**src/rtl/synth_pkg.sv**
```systemverilog
// Shared constants and types for the NCO voice scheduler.
package synth_pkg;
  localparam int NUM_VOICES  = 8;
  localparam int VOICE_IDX_W = 3;
  localparam int PHASE_W     = 32;
  localparam int KEY_W       = 7;

  typedef enum logic [1:0] {IDLE, RUN, DONE} state_t;
endpackage

```
**src/rtl/voice_alloc.sv**
```systemverilog
// Key match and lowest-free-voice priority encoder over the voice table.
module voice_alloc
  import synth_pkg::*;
(
  input  logic [NUM_VOICES-1:0]            active,
  input  logic [NUM_VOICES-1:0][KEY_W-1:0] keys,
  input  logic [KEY_W-1:0]                 key,
  output logic                             hit,
  output logic [VOICE_IDX_W-1:0]           hit_idx,
  output logic                             free,
  output logic [VOICE_IDX_W-1:0]           free_idx
);
  // Descending scan so the lowest matching index is the last write and wins.
  always_comb begin
    hit      = 1'b0;
    hit_idx  = '0;
    free     = 1'b0;
    free_idx = '0;
    for (int i = NUM_VOICES - 1; i >= 0; i--) begin
      if (active[i] && keys[i] == key) begin
        hit     = 1'b1;
        hit_idx = i[VOICE_IDX_W-1:0];
      end
      if (!active[i]) begin
        free     = 1'b1;
        free_idx = i[VOICE_IDX_W-1:0];
      end
    end
  end
endmodule

```
**src/rtl/nco_voice_scheduler.sv**
```systemverilog
// Eight-voice NCO phase table: note on/off allocation plus a per-sample frame
// that steps each voice once and streams the pre-increment phases.
module nco_voice_scheduler
  import synth_pkg::*;
(
  input  logic                   clk,
  input  logic                   rst,
  input  logic                   sample_tick,
  input  logic                   note_on,
  input  logic                   note_off,
  input  logic [KEY_W-1:0]       note_key,
  input  logic [PHASE_W-1:0]     note_inc,
  output logic                   phase_valid,
  output logic [PHASE_W-1:0]     phase_out,
  output logic [VOICE_IDX_W-1:0] phase_voice,
  output logic                   frame_done,
  output logic                   busy,
  output logic                   overrun,
  output logic                   alloc_fail,
  output logic [NUM_VOICES-1:0]  active_mask
);
  logic [NUM_VOICES-1:0]              active_r;
  logic [NUM_VOICES-1:0][KEY_W-1:0]   key_r;
  logic [NUM_VOICES-1:0][PHASE_W-1:0] inc_r;
  logic [NUM_VOICES-1:0][PHASE_W-1:0] phase_r;

  state_t                 state, state_nx;
  logic [VOICE_IDX_W-1:0] idx, idx_nx;

  logic                   hit, free;
  logic [VOICE_IDX_W-1:0] hit_idx, free_idx;
  logic                   ev_on, ev_off, step;

  voice_alloc u_alloc (
    .active   (active_r),
    .keys     (key_r),
    .key      (note_key),
    .hit      (hit),
    .hit_idx  (hit_idx),
    .free     (free),
    .free_idx (free_idx)
  );

  assign ev_on  = note_on;
  assign ev_off = note_off & ~note_on;
  assign step   = (state == RUN) && active_r[idx];
  assign busy   = (state != IDLE);
  assign active_mask = active_r;

  // Note events are written after the step so they override it on the same voice.
  always_ff @(posedge clk or negedge rst) begin
    if (!rst) begin
      active_r <= '0;
      key_r    <= '0;
      inc_r    <= '0;
      phase_r  <= '0;
    end else begin
      if (step) phase_r[idx] <= phase_r[idx] + inc_r[idx];
      if (ev_on && hit) begin
        inc_r[hit_idx]   <= note_inc;
        phase_r[hit_idx] <= '0;
      end else if (ev_on && free) begin
        active_r[free_idx] <= 1'b1;
        key_r[free_idx]    <= note_key;
        inc_r[free_idx]    <= note_inc;
        phase_r[free_idx]  <= '0;
      end else if (ev_off && hit) begin
        active_r[hit_idx] <= 1'b0;
        phase_r[hit_idx]  <= '0;
      end
    end
  end

  always_ff @(posedge clk or negedge rst) begin
    if (!rst) begin
      state <= IDLE;
      idx   <= '0;
    end else begin
      state <= state_nx;
      idx   <= idx_nx;
    end
  end

  always_comb begin
    state_nx = state;
    idx_nx   = idx;
    case (state)
      IDLE: if (sample_tick) begin
        state_nx = RUN;
        idx_nx   = '0;
      end
      RUN: begin
        idx_nx = idx + 1'b1;
        if (idx == VOICE_IDX_W'(NUM_VOICES - 1)) state_nx = DONE;
      end
      DONE:    state_nx = IDLE;
      default: state_nx = IDLE;
    endcase
  end

  always_ff @(posedge clk or negedge rst) begin
    if (!rst) begin
      phase_valid <= 1'b0;
      phase_out   <= '0;
      phase_voice <= '0;
      frame_done  <= 1'b0;
      overrun     <= 1'b0;
      alloc_fail  <= 1'b0;
    end else begin
      phase_valid <= step;
      phase_out   <= step ? phase_r[idx] : '0;
      phase_voice <= step ? idx : '0;
      frame_done  <= (state == DONE);
      overrun     <= sample_tick && busy;
      alloc_fail  <= ev_on && !hit && !free;
    end
  end
endmodule

```
**config.mk**
```make
export PLATFORM = sky130hd
export DESIGN_NAME = nco_voice_scheduler
export DESIGN_NICKNAME = d
export VERILOG_FILES = /design/src/rtl/synth_pkg.sv /design/src/rtl/voice_alloc.sv /design/src/rtl/nco_voice_scheduler.sv
export SDC_FILE = /design/constraint.sdc
export NUM_CORES = 2
export LEC_CHECK = 0
export BUFFER_PORTS_ARGS = -buffer_cell sky130_fd_sc_hd__clkbuf_2
export CORE_ASPECT_RATIO = 1.2
export CORE_MARGIN = 5
export CORE_UTILIZATION = 35
export CTS_CLUSTER_SIZE = 28
export DETAILED_ROUTE_END_ITERATION = 10
export HOLD_SLACK_MARGIN = 0.1
export PLACE_DENSITY = 0.58
export SETUP_SLACK_MARGIN = 0.15
export SLEW_MARGIN = 0
export SYNTH_ARGS = -nofsm -noshare
export SYNTH_HDL_FRONTEND = slang
export SYNTH_SLANG_ARGS = --single-unit
```
**constraint.sdc**
```tcl
create_clock -name clk -period 13.6 [get_ports clk]
set_input_delay 2.72 -clock clk [delete_from_list [all_inputs] [get_ports clk]]
set_output_delay 2.72 -clock clk [all_outputs]
set_load 0.01 [all_outputs]
```
==> results.cfg <==
[setup_path]
ff2ff_setup_slack_ns = 7.34
worstPathBufferInverterCount = 3
crit_path_end_kind = flop
crit_path_max_incr_delay_ns = 0.81
cp.arrival_ns = 6.80
cp_data_required_time_ns = 14.14
cp-start-kind = flop
cpMaxStageDelayCell = sky130_fd_sc_hd__buf_4
path_cells = inv_2 > buf_4 > nor2_4 > buf_4 > a22oi_1 > o22ai_1 > ha_1 > fa_1 > a211oi_2 > o21ai_1 > a211oi_2 > o31ai_2 > a21oi_1 > o21ai_0 > a41oi_1 > xnor2_1 > nand2_1 > a21oi_1
category_of_cells_accounting_for_the_largest_share_of_critical_path_delay = compound AO/OA/AOI/OAI gates
path_class = flop to flop
largest_fanout_of_any_net_on_the_critical_path = 48

[clock_network]
post-cts-setup-buffer-count = 0
number_of_buffers_inserted_for_hold_repair_after_clock_tree_synthesis = 0
ctsHtreeMaxLevel = 3
post_cts_resize_count = 0
cts-buffers-inserted = 71
cts_tree = yes
clkTransAtPathRegs_ns = 0.06
worst_skew_pair.late_latency_ns = 0.63
clock_sinks = 620
clock_tree.root_cell = sky130_fd_sc_hd__clkbuf_16
clock_path_buffers = 3

[final_layout]
area_growth_syn_to_layout_pct = 13.1
layout.filler_cells = 8482
num-nets-final = 2943
post_route_cells_drive_above_1_share_pct = 21.0

[sta]
clock.fmax_mhz = 160
grt_setup_unrepaired = false
drv_slew = 0
tns_ns = 0
worst-slew-pin-transition_ns = 1.15
slew_headroom_pct = 23.3
post-route-period-util_pct = 46.0
finalHoldViolCount = 0
clock_skew_ns = 0.0266
final_period_minus_worst_setup_slack_ns = 6.26
finalSetupViolCount = 0

[routing]
detail_route.vias_per_cell = 5.50
overall_routed_net_length_mm = 92.9
remaining_drc_errors = 0
ant_nets = 0
num_vias = 22400
first_iter_violations = 1963
drt_pre_antenna_iters = 5
wl_per_cell_um = 22.8

[run_status]
status = completed

[global_route]
grt_pass1_wl_mm = 143
antenna_found_initial = 5
global_route.usage.met3_pct = 3.30
grt_use_total_pct = 19.7
grt_start_max_net_pins = 169
global_route.peak_usage_layer = met2
grtUsageMet1_pct = 26.9
grt_pass1_vias = 22800
use_met2_pct = 31.5
grt.overflow.total = 0

[synth]
postSynthAreaPerCell_um2 = 10.7
synth.top_cells.by_area = sky130_fd_sc_hd__dfrtp_1, sky130_fd_sc_hd__mux2_2, sky130_fd_sc_hd__nand2_1
number_of_different_library_cells_in_the_post_synthesis_netlist = 79
ys_warn_count = 0
yosys.area.top_type = sky130_fd_sc_hd__dfrtp_1
synth_top_cell_area_share_pct = 51.0
mapped_cells = 2845
synth_area_mm2 = 0.0304
ys_ff_latch = 620
syn_nets = 2923
seq_area_frac_synth_pct = 51.0
synth-edff-count = 0
synth-async-reset-ratio_pct = 100
synth_top_flop_cell = sky130_fd_sc_hd__dfrtp_1

[place]
port_buffers = 91
hpwl_mm = 55.3
globalplace.congestion = 0.870

[floorplanning]
ios = 92
fp-row-count = 118
die_area_mm2 = 0.0929
core-area_mm2 = 0.0862
initial_utilization_pct = 35.3
die_height_um = 333
die_width_um = 279

[worst_hold_path]
hold_crit_path_type = flop to flop

[job]
max_cap_violations = 0
-- worst register-to-register path, stage by stage (launching register included) --
cell                       delay (ns)
sky130_fd_sc_hd__dfrtp_4         0.63
sky130_fd_sc_hd__inv_2           0.05
sky130_fd_sc_hd__buf_4           0.28
sky130_fd_sc_hd__nor2_4          0.64
sky130_fd_sc_hd__buf_4           0.81
sky130_fd_sc_hd__a22oi_1         0.21
sky130_fd_sc_hd__o22ai_1         0.29
sky130_fd_sc_hd__ha_1            0.28
sky130_fd_sc_hd__fa_1            0.27
sky130_fd_sc_hd__a211oi_2        0.10
sky130_fd_sc_hd__o21ai_1         0.26
sky130_fd_sc_hd__a211oi_2        0.16
sky130_fd_sc_hd__o31ai_2         0.52
sky130_fd_sc_hd__a21oi_1         0.21
sky130_fd_sc_hd__o21ai_0         0.34
sky130_fd_sc_hd__a41oi_1         0.18
sky130_fd_sc_hd__xnor2_1         0.67
sky130_fd_sc_hd__nand2_1         0.12
sky130_fd_sc_hd__a21oi_1         0.17
-- through the flow --
stage	utilization [%]	instance area [µm²]	hold WS, ns	std cells	worst slack [ns]
floorplan	-	30400	0.448	2845	8.51
global placement	37.0	31900	0.461	3932	7.06
detailed placement	37.0	31900	0.473	3932	6.98
CTS	39.9	34400	0.486	4059	7.39
global route	39.9	34400	0.492	4063	7.03
finish	39.9	34400	0.482	4066	7.34
-- cells in the mapped netlist, drive strengths merged, types with 37 or more instances --
cell and n:
nor2b 37, clkbuf 96, a21oi 319, buf 99, xnor2 63, dfrtp 620, nand2 531, mux2 398
a221oi 46, o21ai 50, a211oi 38, mux2i 78, nor2 158
-- path summary, 6_finish.rpt --
| kind | endpoint | cells past startpoint | startpoint |
|---|---|---|---|
| worst max-delay path | flop | 18 | idx[2] |
| worst min-delay path | inc_r[173] | 1 | inc_r[173] |
| worst max register to register | flop | 18 | idx[2] |
| worst min register to register | inc_r[173] | 1 | inc_r[173] |
| max in group asynchronous | idx[2] | 3 | rst |
| min in group asynchronous | inc_r[91] | 1 | rst |
-- cells by family (layout without fill, tap and decap cells) --
group                      count (synthesis)  in the layout  share of synthesized area, %
and+or+nand+nor                          819            819                          11.5
adders and majority gates                 34             34                          1.42
muxes                                    478            478                          17.8
xor gates and xnor gates                  83             83                          2.41
DFF                                      620            620                          51.0
other                                      0              7                             0
buffers and inverters                    210            284                          3.44
AOI/OAI and AO/OA                        601            601                          12.4
-- placed cells by master (no fill, tap or decap), types with 34 or more instances in the layout --
cell,n
sky130_fd_sc_hd__nor2_1,146
sky130_fd_sc_hd__mux2_1,109
sky130_fd_sc_hd__clkbuf_2,90
sky130_fd_sc_hd__nor2b_1,37
sky130_fd_sc_hd__dfrtp_1,617
sky130_fd_sc_hd__a211oi_1,34
sky130_fd_sc_hd__nand2_1,523
sky130_fd_sc_hd__mux2_2,259
sky130_fd_sc_hd__mux2i_1,78
sky130_fd_sc_hd__buf_4,48
sky130_fd_sc_hd__a221oi_1,46
sky130_fd_sc_hd__a21oi_1,317
sky130_fd_sc_hd__xnor2_1,63
sky130_fd_sc_hd__o21ai_0,45
sky130_fd_sc_hd__clkbuf_16,73
-- cell type report --
type / count / area [µm²] / area share, %
flip-flops and latches: 620 / 15500 / 45.1
multi-input cells: 2015 / 14000 / 40.7
clock buffers: 101 / 2120 / 6.17
clock inverters: 26 / 369 / 1.07
diodes: 7 / 17.5 / 0.0509
inverters: 15 / 56.3 / 0.164
well taps: 1140 / 1430 / 4.15
repair buffers: 142 / 886 / 2.57
-- per-layer routing --
| metal | vias up | part of all wire, % |
|---|---|---|
| met2 | 759 | 47 |
| met3 | 183 | 6.2 |
| met5 | - | 0 |
| met1 | 11300 | 44 |
| li1 | 10100 | - |
| met4 | 0 | 3.4 |
Power is left out: the tool's default activity adds up to more than one toggle a clock period on the data nets, which glitch-free logic cannot reach.
